--- config.mk ---
export PLATFORM = sky130hd
export DESIGN_NAME = spi_flash_reader
export DESIGN_NICKNAME = d
export VERILOG_FILES = /design/src/rtl/spi_flash_reader.sv
export SDC_FILE = /design/constraint.sdc
export NUM_CORES = 1
export LEC_CHECK = 0
export CAP_MARGIN = 20
export CORE_UTILIZATION = 49
export DETAILED_ROUTE_END_ITERATION = 10
export GPL_ROUTABILITY_DRIVEN = 0
export PLACE_DENSITY = 0.85
export RECOVER_POWER = 100
export SLEW_MARGIN = 20
export SYNTH_ARGS = -nofsm -noshare
export SYNTH_HDL_FRONTEND = slang
export SYNTH_SLANG_ARGS = --single-unit
--- constraint.sdc ---
create_clock -name clk -period 1.7 [get_ports clk]
set_clock_uncertainty 0.15 [all_clocks]
set_input_delay 0.51 -clock clk [delete_from_list [all_inputs] [get_ports clk]]
set_output_delay 0.51 -clock clk [all_outputs]
set_load 0.005 [all_outputs]
--- src/rtl/spi_flash_reader.sv ---
// spi_flash_reader: fetches one byte per request from an SPI NOR flash
// using a READ command in SPI mode 0, and returns it with a one-cycle strobe.
module spi_flash_reader #(
    parameter int         SCK_HALF_PERIOD = 2,
    parameter int         CS_HIGH_CYCLES  = 4,
    parameter logic [7:0] READ_CMD        = 8'h03
) (
    input  logic        clk,
    input  logic        reset_n,
    input  logic        flash_read_req,
    input  logic [23:0] flash_addr_read,
    output logic        flash_read_en_out,
    output logic [7:0]  flash_byte_out,
    output logic        flash_cs_n,
    output logic        flash_sck,
    output logic        flash_mosi,
    input  logic        flash_miso
);

    localparam int HW = (SCK_HALF_PERIOD > 1) ? $clog2(SCK_HALF_PERIOD) : 1;
    localparam int GW = (CS_HIGH_CYCLES > 1) ? $clog2(CS_HIGH_CYCLES) : 1;
    localparam logic [HW-1:0] H_LAST   = HW'(SCK_HALF_PERIOD - 1);
    localparam logic [GW-1:0] G_LAST   = GW'(CS_HIGH_CYCLES - 1);
    localparam logic [5:0]    BIT_LAST = 6'd39;
    localparam logic [5:0]    RX_FIRST = 6'd32;

    typedef enum logic [1:0] {IDLE, SHIFT, GAP} state_t;

    state_t          state;
    logic [HW-1:0]   half_cnt;
    logic [GW-1:0]   gap_cnt;
    logic [5:0]      bit_cnt;
    logic [31:0]     tx_sh;
    logic [7:0]      rx_sh;

    // Transaction sequencer: every output is a register updated here.
    always_ff @(posedge clk or negedge reset_n) begin
        if (!reset_n) begin
            state             <= IDLE;
            half_cnt          <= '0;
            gap_cnt           <= '0;
            bit_cnt           <= '0;
            tx_sh             <= '0;
            rx_sh             <= '0;
            flash_cs_n        <= 1'b1;
            flash_sck         <= 1'b0;
            flash_mosi        <= 1'b0;
            flash_read_en_out <= 1'b0;
            flash_byte_out    <= '0;
        end else begin
            flash_read_en_out <= 1'b0;
            case (state)
                IDLE: begin
                    if (flash_read_req) begin
                        tx_sh      <= {READ_CMD, flash_addr_read};
                        flash_mosi <= READ_CMD[7];
                        flash_cs_n <= 1'b0;
                        flash_sck  <= 1'b0;
                        half_cnt   <= '0;
                        bit_cnt    <= '0;
                        state      <= SHIFT;
                    end
                end
                SHIFT: begin
                    if (half_cnt != H_LAST) begin
                        half_cnt <= half_cnt + 1'b1;
                    end else begin
                        half_cnt <= '0;
                        if (!flash_sck) begin
                            // Rising SCK: the flash has had a full low phase to drive MISO.
                            flash_sck <= 1'b1;
                            if (bit_cnt >= RX_FIRST)
                                rx_sh <= {rx_sh[6:0], flash_miso};
                        end else begin
                            flash_sck <= 1'b0;
                            if (bit_cnt == BIT_LAST) begin
                                flash_cs_n        <= 1'b1;
                                flash_mosi        <= 1'b0;
                                flash_byte_out    <= rx_sh;
                                flash_read_en_out <= 1'b1;
                                gap_cnt           <= '0;
                                state             <= GAP;
                            end else begin
                                // Zeros shift in behind the address, so MOSI idles low
                                // through the data phase with no extra muxing.
                                bit_cnt    <= bit_cnt + 1'b1;
                                tx_sh      <= {tx_sh[30:0], 1'b0};
                                flash_mosi <= tx_sh[30];
                            end
                        end
                    end
                end
                GAP: begin
                    if (gap_cnt == G_LAST)
                        state <= IDLE;
                    else
                        gap_cnt <= gap_cnt + 1'b1;
                end
                default: state <= IDLE;
            endcase
        end
    end

endmodule

==> metrics.md <==
| Metric | Value |
|---|---|
| R2R Setup Slk | -100 ps |
| Leak Pwr | 0.00192 µW |
| Clock Latency Late Sink | between 300 and 400 ps |
| Share of layout cells above drive strength 1 | 51.1% |
| Critical-path cell list | buf_6 -> nor3b_4 -> o22ai_4 -> buf_6 -> buf_12 -> a22o_1 |
| # hold bufs at CTS | 0 |
| CP Data Required Time | about 1800 ps |
| Most frequent CP cell | buf_6 |
| Type of origin of the critical path | register |
| Critical path's top delay family | flip-flops |
| DR vias | ~2,500 |
| WL/cell | 22.2 µm |
| Drt initial violations | ~160 |
| Total track usage | 26.0% |
| H-tree level count | 3 |
| Crit Path Category | register to register |
| XOR/XNOR share of the synthesized area | 0.291% |
| RSZ-0062 raised after global routing | true |
| Mapped Avg Cell Area | 12.3 µm² |
| Largest family of logic cells by synthesized area | compound AO/OA/AOI/OAI gates |
| Starting density of the core | 50.9% |
| Clock sinks | 62 |
| Worst r2r path cells | 6 |
| Tmin final | 1800 ps |
| Synthesized instance count | approximately 240 |
| Final Hold Vio Count | 0 |
| Number of max-cap violations | 0 |
| Worst vdd ir | ~1.2 mV |
| Failing checks | negative setup slack |
| Largest net degree at the start of global routing | 63 |
| Clock-pin slew on the worst setup and hold paths | 70 ps |
| TritonRoute pass-1 iters | 5 |
| Core area | 0.00592 mm² |
| TritonCTS Buffers | 9 |
| Synth Area in Adders | 1.25% |
| Critical path's slowest cell | dfrtp_2 |
| PortBufs | 39 |
| Die height | 80.4 µm |
| Top post-synthesis cells by area | dfrtp_1 51%, o221ai_1 6.7%, o2bb2ai_1 6.7%, or3b_2 6.7%, mux2_2 4.5% |
| Main synth FF type | dfrtp_1 |
| CTS Root Cell | clkbuf_8 |
| Synth warn | 0 |
| Antenna violation net count after detailed routing | 0 |
| Share of the synthesized area in the top cell type | between 50% and 60% |
| Sequential area share after synthesis | 51.6% |
| Total Nets Final | approximately 360 |
| Area of the die | around 0.0065 mm² |
| Reg-to-Reg Start | state[1] |
| CP Max Fanout | 6 |
| HP Class | input pin to asynchronous set/reset pin |
| Initial antenna violation count | 0 |
| Number of remaining DRC errors | 0 |
| Worst path max stage delay | 470 ps |
| Post-synth EDFFs | 0 |
| Area leader, netlist | dfrtp_1 |
| WHS | roughly 220 ps |
| Register bit total from synthesis | 62 |
| Max-slew headroom | 43.5% |
| Total wire length | 8.99 mm |
| # IOs | 40 |
| Row Count | 28 |
| Yosys cell types | 46 |
| Final Cycle Share | 106% |
| Vias in the first global route | 2,508 |
| Status | finished with violations |
| Syn Nets | 275 |
| Post-synth top cells | 61 x dfrtp_1, 23 x o221ai_1, 23 x o2bb2ai_1, 23 x or3b_2, 12 x mux2_2 |
| Simple-Gate Fraction of Synth Area | 14.7% |
| Syn Std Cell Area | about 0.003 mm² |
| Setup-failing EPs final | 39 |
| Async set or reset register ratio after synthesis | 100% |
| Non-Filler Instances | 406 |
| F_max | 557 MHz |
| Dpl cells | 371 |
| Die width | around 80 µm |
| Fin worst setup slack | -95.3 ps |
| Worst-margin pin slew | 848 ps |
| Dpl hpwl | 4.71 mm |
| RR Endpoint | tx_sh[27] |
| CTS tree | yes |
| Compound-Gate Fraction of Synth Area | 21.0% |
| Grt ovf | 0 |
| Area Growth Syn to Fin | 48.7% |
| Power per cell area | between 2000 and 2500 mW/mm² |
| Inserted Diodes | 0 |
| Number of vias per cell | 6.26 |
| Fin. max-slew vios | 0 |
| CTS Buffer Depth | 2 |
| CP arrival | around 1900 ps |
| CP bufs+invs | 3 |
| Mux cell area share after synthesis | 6.69% |
| Global-route wire length before repair | 12.5 mm |
| Most common cell in the netlist | dfrtp_1 |
| CP endpoint kind | register |
-- flip-flops by register name, summed over array words and instances (netlist names) --
signal,cells
bit_cnt,6
flash_byte_out,8
flash_cs_n,1
flash_mosi,1
flash_read_en_out,1
flash_sck,1
gap_cnt,2
half_cnt,1
rx_sh,8
state,2
tx_sh,31
-- power by group --
| part | leakage [µW] | internal [µW] | switching, µW |
|---|---|---|---|
| registers | 0.000780 | 2080 | 430 |
| logic | 0.00102 | 3160 | 2900 |
| clock network | 0.000119 | 965 | 605 |
| total | 0.00192 | 6200 | 3940 |
-- metrics by stage --
step | total power, µW | setup WS [ps] | area (µm²) | setup TNS, ps | utilization, %
global placement | 6620 | -490 | 3730 | -16530 | 63.0
detailed placement | 6820 | -527 | 3730 | -17830 | 63.0
finish | 10100 | -95.3 | 4480 | -1370 | 75.7
floorplan | 5240 | -40.9 | 3040 | -205 | -
CTS | 8730 | -43.5 | 4120 | -770 | 69.6
global route | 10600 | -129 | 4480 | -3360 | 75.7
-- worst reg2reg max path, delay by kind of cell, from the launching register on --
kind	cells	cell delay (ps)
buffers and inverters	3	440
AO/OA/AOI/OAI	2	350
AND/OR/NAND/NOR	1	270
flip-flops	1	470
-- logic make-up after synthesis --
family | count (synthesis)
compound gates | 73
buf+inv | 28
xor+xnor | 1
simple gates | 59
fa+ha+maj | 3
flops | 62
mux | 18
-- per-layer routing --
metal / global-route usage [%] / wire, µm / share of wire (%) / vias to the layer above
li1: - / - / - / 1118
met1: 33.4 / 3730 / 42 / 1321
met4: 11.8 / 206 / 2.3 / 0
met2: 41.3 / 4690 / 52 / 86
met5: 0 / 0 / 0 / -
met3: 6.25 / 363 / 4.0 / 18
-- area by class of cell --
cell class	instances	area [µm²]
fillers	356	1440
flip-flops and latches	62	1560
clock buffers	9	124
multi-input cells	154	1650
repair buffers	95	925
clock inverters	7	113
inverters	4	15.0
well taps	75	93.8
-- cell usage in the layout (no fill, tap or decap), types with 3 or more instances in the layout --
cell type	instances
buf_4	36
or3b_2	21
a22o_1	8
o2bb2ai_1	3
nand3_2	3
dlygate4sd2_1	11
bufinv_16	3
or3b_4	4
clkdlybuf4s50_1	25
clkinv_2	3
nand2_1	6
mux2_2	9
clkbuf_8	9
nor3b_1	3
o2bb2ai_2	20
inv_1	4
mux2_4	8
nand3_1	5
o221ai_1	8
dfrtp_1	57
dfrtp_2	4
buf_6	10
buf_12	4
o221ai_2	15
-- worst max path at each step --
stage | slack [ps] | from | end | depth (start not counted)
2_1_floorplan | -40 | bit_cnt[4] | flash_byte_out[0] | 4
3_3_place_gp | -490 | flash_read_req | bit_cnt[5] | 4
3_5_place_dp | -530 | flash_read_req | bit_cnt[5] | 4
4_1_cts | -40 | bit_cnt[3] | tx_sh[2] | 5
5_1_grt | -130 | state[1] | tx_sh[29] | 6
6_report | -100 | state[1] | tx_sh[27] | 6
-- what timing repair did --
action,in CTS,in global routing
setup buffers,13,3
gates resized for setup,36,58
pin swaps,4,11
cloned,1,3
setup endpoints to repair,59,48
Note: power is estimated with default switching activity, not from simulation.
